`src/rtl/clk_divider.sv`:
```
// ---------------------------------------------------------------------------
// clk_divider
//
// Integer clock divider that produces the UART bit clocks from the reference
// clock. The divide ratio N can be changed at runtime. A new ratio only takes
// effect at the end of the current divided period, so the output never
// produces a runt high or low phase.
//
// For N >= 2 a period is N clk cycles: floor(N/2) cycles high, followed by
// the rest low. Odd ratios therefore have one extra low cycle. A ratio of 0
// or 1 selects bypass, where the reference clock is passed straight through.
//
// Ports:
//   clk          reference clock; all state changes on its rising edge
//   reset        synchronous, active-high reset
//   i_clk_en     divider enable; 0 parks the divider with its output low
//   i_div_ratio  requested divide ratio N (0 and 1 select bypass)
//   o_div_clk    divided clock, or clk itself in bypass
//   o_tick       one-clk pulse on the first cycle of each divided high
//                phase; held at 1 in bypass
// ---------------------------------------------------------------------------
module clk_divider #(
    parameter int RATIO_WIDTH = 8
) (
    input  logic                   clk,
    input  logic                   reset,
    input  logic                   i_clk_en,
    input  logic [RATIO_WIDTH-1:0] i_div_ratio,
    output logic                   o_div_clk,
    output logic                   o_tick
);

    typedef enum logic {
        IDLE = 1'b0,
        RUN  = 1'b1
    } state_t;

    localparam logic [RATIO_WIDTH-1:0] RATIO_TWO = RATIO_WIDTH'(2);

    state_t                 state_q;
    state_t                 state_d;
    logic [RATIO_WIDTH-1:0] cnt;
    logic [RATIO_WIDTH-1:0] cnt_d;
    logic [RATIO_WIDTH-1:0] ratio_q;
    logic [RATIO_WIDTH-1:0] ratio_d;
    logic                   div_q;
    logic                   div_d;
    logic                   tick_q;
    logic                   tick_d;

    logic                   run_q;
    logic                   bypass;
    logic                   new_ratio_divides;
    logic                   period_end;
    logic [RATIO_WIDTH-1:0] half;
    logic [RATIO_WIDTH-1:0] cnt_inc;
    logic [RATIO_WIDTH-1:0] ratio_last;

    // Derived terms used by the next-state logic. The ratio_last term wraps
    // when ratio_q < 2, but it is only consulted outside bypass. cnt_inc
    // cannot overflow, because the counter stops at ratio_q-1, which is at
    // most 2^RATIO_WIDTH-2.
    assign run_q             = (state_q == RUN);
    assign bypass            = run_q && (ratio_q < RATIO_TWO);
    assign new_ratio_divides = (i_div_ratio >= RATIO_TWO);
    assign half              = ratio_q >> 1;
    assign cnt_inc           = cnt + 1'b1;
    assign ratio_last        = ratio_q - 1'b1;
    assign period_end        = (cnt == ratio_last);

    // State register. Reset is sampled on the clock and overrides the enable.
    always_ff @(posedge clk) begin
        if (reset) begin
            state_q <= IDLE;
            cnt     <= '0;
            ratio_q <= '0;
            div_q   <= 1'b0;
            tick_q  <= 1'b0;
        end else begin
            state_q <= state_d;
            cnt     <= cnt_d;
            ratio_q <= ratio_d;
            div_q   <= div_d;
            tick_q  <= tick_d;
        end
    end

    // Next-state logic. The divider loads a new ratio in three situations:
    //   - when it leaves IDLE,
    //   - on every edge while in bypass,
    //   - at the end of a divided period.
    // Each load starts a fresh period. When the new ratio is 2 or more, the
    // high phase begins at that same edge.
    always_comb begin
        state_d = state_q;
        cnt_d   = cnt;
        ratio_d = ratio_q;
        div_d   = div_q;
        tick_d  = tick_q;
        case (state_q)
            IDLE: begin
                if (i_clk_en) begin
                    state_d = RUN;
                    cnt_d   = '0;
                    ratio_d = i_div_ratio;
                    div_d   = new_ratio_divides;
                    tick_d  = new_ratio_divides;
                end
            end
            RUN: begin
                if (!i_clk_en) begin
                    state_d = IDLE;
                    cnt_d   = '0;
                    div_d   = 1'b0;
                    tick_d  = 1'b0;
                end else if (bypass || period_end) begin
                    cnt_d   = '0;
                    ratio_d = i_div_ratio;
                    div_d   = new_ratio_divides;
                    tick_d  = new_ratio_divides;
                end else begin
                    cnt_d   = cnt_inc;
                    div_d   = (cnt_inc < half);
                    tick_d  = 1'b0;
                end
            end
            default: begin
                state_d = IDLE;
            end
        endcase
    end

    // In bypass the reference clock is passed through combinationally, and
    // the tick is held high because every clk cycle is a divided cycle.
    assign o_div_clk = bypass ? clk : div_q;
    assign o_tick    = bypass | tick_q;

endmodule

```
`config.mk`:
```
export PLATFORM = sky130hd
export DESIGN_NAME = clk_divider
export DESIGN_NICKNAME = d
export VERILOG_FILES = /design/src/rtl/clk_divider.sv
export SDC_FILE = /design/constraint.sdc
export NUM_CORES = 1
export LEC_CHECK = 0
export BUFFER_PORTS_ARGS = -buffer_cell sky130_fd_sc_hd__buf_2
export CAP_MARGIN = 20
export CORE_MARGIN = 4
export CORE_UTILIZATION = 55
export CTS_BUF_LIST = sky130_fd_sc_hd__clkbuf_8
export CTS_CLUSTER_DIAMETER = 60
export DETAILED_ROUTE_END_ITERATION = 16
export PLACE_DENSITY = 0.78
export SETUP_SLACK_MARGIN = 0.15
export SYNTH_ARGS = -nofsm -noshare
export SYNTH_HDL_FRONTEND = slang
export SYNTH_SLANG_ARGS = --single-unit
```
`constraint.sdc`:
```
create_clock -name clk -period 2.7 [get_ports clk]
set_clock_uncertainty 0.2 [all_clocks]
set_input_delay 0.405 -clock clk [delete_from_list [all_inputs] [get_ports clk]]
set_output_delay 0.405 -clock clk [all_outputs]
set_load 0.01 [all_outputs]
```
---- Word level (Yosys, flattened, before mapping) ----
Cells that the tools add are included.
Widths: inputs -> output; s select.
storage, ports and cells
  register bits after elaboration ......... 19
  bits of input ports ..................... 11
  output and inout port bits .............. 2
  logic and storage cells ................. 36
cells by class
  add/sub/neg operators ................... 2
  $lt $le $gt $ge ......................... 3
  equality and inequality tests ........... 4
  multiplexer cells ....................... 17
  bitwise operators ....................... 2
  reductions and logical operators ........ 3
operators by type and width
  kind                 count
  $mux 8               6
  $pmux 8 s2           2
  $add 8x1->8 const B  1
  $eq 8x8->1           1
  $ge 8x2->1 const B   1
  $lt 8x2->1 const B   1
  $lt 8x7->1           1
  $sub 8x1->8 const B  1
  $mux 1               7
  $ne 2x2->1 const B   2
  $pmux 1 s2           2
  $reduce_and 3->1     1
  $ne 2x1->1 const B   1
  $logic_and 1x1->1    1
  $logic_or 1x1->1     1
  $not 1->1            1
  $or 1x1->1           1

---- Logic depth before layout (Yosys ltp) ----
Gate-level depths: netlist of the first run.
  depth in word-level cells ............... 6
  mapped depth ............................ 11
  depth with buffers taken out ............ 10

==> metrics.cfg, run 1 <==
[finish]
final_core_util_pct = 73.85
drive_gt1_share_pct = 32.84
multi_input_area_sq_um = 1046
n_antenna_cell = 0
final_nets = 221
fill_cells = 159
syn2layout_area_growth_pct = 29.14
regArea_sq_um = 387.9

[floorplanning]
die_w_um = 58.52
die_area_sq_um = 3425
core_area_sq_um = 2455
num_rows = 18
die_y_um = 58.52
io_pins = 13
initial_core_util_pct = 57.19

[pwr]
clkPwrFrac_pct = 38.9
switching_share_pct = 30.69
seqPwrFrac_pct = 36.9
p_per_area_nw_per_um2 = 458.5
finalPower_mw = 0.8313
power.internal_mw = 0.5761
ir_drop_v = 0.0004963
p_comb_share_pct = 24.2
power_switching_mw = 0.2552
leakagePower_nw = 0.7117

[logic_synthesis]
synth_warnings = 0
syn_avg_cell_area_sq_um = 8.210
synth_area_leaders = dfxtp_1, ha_1, o211ai_1
yosysTopAreaCellShare_pct = 27.09
synth.net_count = 190
postSynth.asyncResetShare_pct = 0
ys_seq_area_share_pct = 27.09
ys.flop_type = dfxtp_1
syn_inst = 171
synth-edff-count = 0
synth_area_sq_um = 1404
synth_seq_cells = 19
yosysMostFrequentCell = dfxtp_1
synth_top_cell_by_area = dfxtp_1
yosysUniqueCellTypes = 44
ys_top_cells_by_count = dfxtp_1, a21oi_1, inv_1, o211ai_1

[detailed_routing]
num_vias = 1532
wl_per_cell_um = 18.77
firstDrtPassIters = 4
vias_per_cell = 6.632
drt_iter0_drc = 91
drc = 0
wirelength_um = 4336
ant_nets = 0

[grt]
grt_max_degree = 20
grt_first_pass_wirelength_um = 7548
grt_pass1_vias = 1602
grt.total_usage_pct = 28.96
antenna_found_initial = 0
grt_remaining_overflow = 0

[setup_path]
critPathArrivalTime_ns = 2.79
critPathMaxStageDelay_ns = 0.44
cp-end-kind = register
start_kind = register
worstSetupPathType = register to register
r2r_slack_ns = -0.002
critical_path.cell_chain = inv_2, ha_4, or3b_4, or4_4, a2111oi_4, buf_4, o211a_4, o211ai_1, a21oi_1
cp_max_fo = 4
cp.required_ns = 2.79
crit_slowest_cell = or4_4

[clock_tree]
tritoncts = built
hold_buffers = 0
insertion_delay_ns = 0.37
cts.clk_slew.worst_paths_ns = 0.07

[timing]
worst_pin_slew_ns = 0.7619
setup_slack_ns = -0.001502
clock.fmax_mhz = 370.2
maxSlewViolCount = 0
rsz0062_at_grt = yes
final_hold_viol_count = 0
whs_ns = 0.1152
setup_viol = 1
max-slew-margin-rel_pct = 49.02
period_share_pct = 100.1
post-route-min-period_ns = 2.702

[hold_path]
hold_path.class = input pin to register

[outcome]
violations = negative setup slack
status = finished, violations left

[place]
dpl.hpwl_um = 2638
gp_congestion = 0.9390
numPortBuffers = 12

[run]
drv_cap = 0

## routing by layer
metal	GRT usage [%]	wire length (um)
met1	34.55	1697
met2	47.21	2137
met3	7.237	355
met4	16.23	145
met5	0	0
## cells by family (layout without fill, tap and decap cells)
kind of cell             Yosys count  in the layout  share of synthesized area, %
AO/OA/AOI/OAI                     59             61                         30.39
XOR/XNOR                          11             11                         6.863
adder cells (fa/ha/maj)            8              8                         7.130
buffers and inverters             22             50                         7.932
flip-flops                        19             19                         27.09
multiplexers                       1              1                        0.8021
AND/OR/NAND/NOR                   51             51                         19.79
## power groups by stage
| stage | Combinational [mW] | Clock [mW] | Sequential [mW] |
|---|---|---|---|
| final | 0.201 | 0.324 | 0.307 |
| after global routing | 0.218 | 0.351 | 0.308 |
| after global placement | 0.147 | 0.00745 | 0.310 |
| after detailed placement | 0.153 | 0.00745 | 0.311 |
| after CTS | 0.184 | 0.320 | 0.305 |
| after floorplan | 0.108 | 0.00516 | 0.309 |
## path summary, 6_finish.rpt
path | end | from | cells past startpoint
worst max-delay path | ratio_q[3] | ratio_q[1] | 9
worst min-delay path | ratio_q[4] | i_div_ratio[4] | 3
worst max register to register | ratio_q[3] | ratio_q[1] | 9
worst min register to register | tick_q | tick_q | 2
## stage by stage
stage	worst slack [ns]	TNS (ns)	std cells	instance area, sq um
floorplan	0.1332	0	171	1420
global placement	0.05008	0	214	1538
detailed placement	-0.05717	-0.06396	214	1538
CTS	0.05101	0	231	1769
global route	-0.1330	-0.7520	231	1813
finish	-0.001502	-0.001502	231	1813
## cell usage in the layout, fill, tap and decap left out, types with 2 or more instances in the layout
master,n
a21oi_1,15
a21oi_2,2
a31oi_1,3
a32oi_1,3
and2_1,4
and3_1,3
buf_2,12
buf_4,19
clkbuf_8,6
dfxtp_1,13
dfxtp_2,6
ha_1,7
inv_1,10
inv_2,2
nand2_1,9
nand2b_1,2
nand3_1,3
nor2_1,10
nor2b_1,3
nor3_1,4
nor4_1,2
nor4_4,2
o2111ai_1,2
o211a_4,2
o211ai_1,11
o211ai_4,3
o21ai_0,4
o21ai_1,6
o221ai_1,2
o31ai_1,2
or2_2,2
or4_4,2
xnor2_1,8
xor2_1,3
## state kept, by name, summed over array words and instances, names as in the netlist
register,cells
run_q,1
ratio_q,8
cnt,8
tick_q,1
div_q,1
## worst max-delay path, delay by kind of cell (launching register included)
kind,cells,cell delay (ns)
adders and majority gates,1,0.12
DFF,1,0.32
buffers and inverters,2,0.27
and+or+nand+nor,2,0.82
AOI/OAI and AO/OA,4,0.89
## area by class of cell
| class | instances | area share (%) |
|---|---|---|
| clock buffers | 7 | 4.831 |
| clock inverters | 1 | 0.2070 |
| inverters | 11 | 2.277 |
| multi-input cells | 132 | 57.69 |
| flip-flops and latches | 19 | 21.39 |
| well taps | 30 | 2.070 |
| repair buffers | 31 | 11.53 |
## what timing repair did
action	4_1_cts	5_1_grt
resized for setup	14	13
endpoints found under the setup margin	20	19
setup buffers	8	0
pin swaps	5	4
gates cloned	2	0
Power figures use the tool's default switching activity.
==> run 2: changes to the inputs <==
==> constraint.sdc (replaced) <==
create_clock -name clk -period 2.7 [get_ports clk]
set_clock_uncertainty 0.2 [all_clocks]
set_input_delay 0.27 -clock clk [delete_from_list [all_inputs] [get_ports clk]]
set_output_delay 0.27 -clock clk [all_outputs]
set_load 0.01 [all_outputs]
==> metrics.cfg, run 2 (same netlist as run 1, synthesis figures left out) <==
[setup_path]
critPathMaxStageDelay_ns = 0.46  ; was 0.44 ns
critical_path.cell_chain = inv_2, ha_4, or3b_4, or4_4, a2111oi_4, buf_4, o211a_4, o211ai_1, a21oi_1  ; unchanged
r2r-start = ratio_q[0]  ; was ratio_q[1]
worstSetupPathType = register to register  ; unchanged
r2r_slack_ns = -0.15  ; was -0.002 ns
cp.required_ns = 2.79  ; about the same
crit_slowest_cell = a2111oi_4  ; was or4_4
start_kind = register  ; unchanged
setup.worst_path.end = ratio_q[2]  ; was ratio_q[3]
critPathLaunch = ratio_q[0]  ; was ratio_q[1]
cp-end-kind = register  ; unchanged
critPathArrivalTime_ns = 2.93  ; was 2.79 ns
reg2reg_to = ratio_q[2]  ; was ratio_q[3]
reg2reg_depth = 9  ; unchanged
cp_max_fo = 4  ; unchanged

[timing]
post-route-min-period_ns = 2.847  ; was 2.702 ns
final_hold_viol_count = 2  ; was 0
worst_pin_slew_ns = 0.7920  ; was 0.7619 ns
period_share_pct = 105.4  ; was 100.1%
rsz0062_at_grt = yes  ; unchanged
max-slew-margin-rel_pct = 47.01  ; was 49.02%
setup_tns_ns = -0.7978  ; was -0.001502 ns
setup_viol = 15  ; was 1
whs_ns = -0.01655  ; was 0.1152 ns
clock.fmax_mhz = 351.3  ; was 370.2 MHz
setup_slack_ns = -0.1467  ; was -0.001502 ns
maxSlewViolCount = 0  ; unchanged

[floorplanning]
initial_core_util_pct = 57.19  ; unchanged
die_y_um = 58.52  ; unchanged
num_rows = 18  ; unchanged
core_area_sq_um = 2455  ; unchanged
die_area_sq_um = 3425  ; unchanged
die_w_um = 58.52  ; unchanged
io_pins = 13  ; unchanged

[outcome]
status = finished, violations left  ; unchanged
violations = negative hold slack, negative setup slack  ; was negative setup slack

[pwr]
p_per_area_nw_per_um2 = 456.2  ; was 458.5 nW/um^2
ir_drop_v = 0.0005051  ; was 0.0004963 V
leakagePower_nw = 0.7208  ; was 0.7117 nW

[grt]
grt.total_usage_pct = 27.82  ; was 28.96%
antenna_found_initial = 0  ; unchanged
grt_remaining_overflow = 0  ; unchanged
grt_first_pass_wirelength_um = 7258  ; was 7548 um
grt_pass1_vias = 1552  ; was 1,602
grt_max_degree = 20  ; unchanged

[finish]
stdcell_count = 232  ; was 231
final_nets = 222  ; was 221
final_common_cell = buf_4  ; unchanged
n_antenna_cell = 0  ; unchanged
top_regs = cnt x8, ratio_q x8  ; unchanged
drive_gt1_share_pct = 33.17  ; was 32.84%
final_core_util_pct = 73.60  ; was 73.85%
final_cell_mix = buf_4, a21oi_1, dfxtp_1  ; unchanged
syn2layout_area_growth_pct = 28.70  ; was 29.14%

[hold_path]
min_path_cells = 3  ; unchanged
hold_path.class = input pin to register  ; unchanged

[detailed_routing]
firstDrtPassIters = 5  ; was 4
num_vias = 1571  ; was 1,532
drc = 0  ; unchanged
wirelength_um = 4390  ; was 4336 um
wl_per_cell_um = 18.92  ; was 18.77 um
drt_iter0_drc = 137  ; was 91
vias_per_cell = 6.772  ; was 6.632
ant_nets = 0  ; unchanged

[clock_tree]
insertion_delay_ns = 0.37  ; about the same
tritoncts = built  ; unchanged
cts.clk_slew.worst_paths_ns = 0.07  ; about the same

[place]
numPortBuffers = 12  ; unchanged
dpl.hpwl_um = 2638  ; unchanged
dp_cells = 214  ; unchanged
gp_congestion = 0.9390  ; unchanged

[run]
drv_cap = 0  ; unchanged

[run 2: area by class of cell]
class,count,area (sq um)
flip-flops and latches,19,387.9
fillers,161,648.1
well taps,30,37.54
clock inverters,1,3.754
multi-input cells,131,1015
clock buffers,7,87.58
inverters,11,41.29
repair buffers,33,234.0
[run 2: worst min-delay path by stage]
stage | startpoint | endpoint | slack [ns]
floorplan | i_clk_en | run_q | 0.20
global placement | tick_q | tick_q | 0.25
detailed placement | tick_q | tick_q | 0.25
CTS | i_div_ratio[3] | ratio_q[3] | 0.002
global route | i_div_ratio[4] | ratio_q[4] | -0.009
finish | i_div_ratio[4] | ratio_q[4] | -0.02
[run 2: routing by layer]
layer / track usage [%] / part of all wire (%) / wire length [um]
met1: 36.17 / 38 / 1671
met2: 43.06 / 49 / 2138
met3: 7.018 / 10 / 437
met4: 12.91 / 3.2 / 142
met5: 0 / 0 / 0
[run 2: what timing repair did]
action,in CTS,in global routing
pin swaps,1,9
gates cloned,1,0
resized for setup,16,12
hold buffers,1,0
setup buffers,8,1
setup endpoints to repair,19,19
hold endpoints to repair,1,0
[run 2: stage by stage]
| stage | total power [mW] | hold WS, ns | instance area (sq um) | worst slack [ns] |
|---|---|---|---|---|
| 2_1_floorplan | 0.4225 | 0.2049 | 1420 | 0.1332 |
| 3_3_place_gp | 0.4647 | 0.2516 | 1538 | 0.05008 |
| 3_5_place_dp | 0.4709 | 0.2550 | 1538 | -0.05717 |
| 4_1_cts | 0.8021 | 0.001701 | 1764 | 0.03759 |
| 5_1_grt | 0.8687 | -0.009327 | 1807 | -0.1729 |
| 6_report | 0.8243 | -0.01655 | 1807 | -0.1467 |
[run 2: report_power, final]
| part | leakage (nW) | switching, mW | internal [mW] | total, mW |
|---|---|---|---|---|
| Sequential | 0.158 | 0.0142 | 0.293 | 0.308 |
| Clock | 0.0583 | 0.123 | 0.200 | 0.324 |
| Combinational | 0.505 | 0.110 | 0.0828 | 0.193 |
| Total | 0.721 | 0.248 | 0.577 | 0.824 |
[run 2: worst max-delay path: cells and delay by family (launching register included)]
kind,cells,cell delay (ns)
AO/OA/AOI/OAI,4,0.98
AND/OR/NAND/NOR,2,0.82
flip-flops,1,0.33
buffers and inverters,2,0.30
adder cells (fa/ha/maj),1,0.12
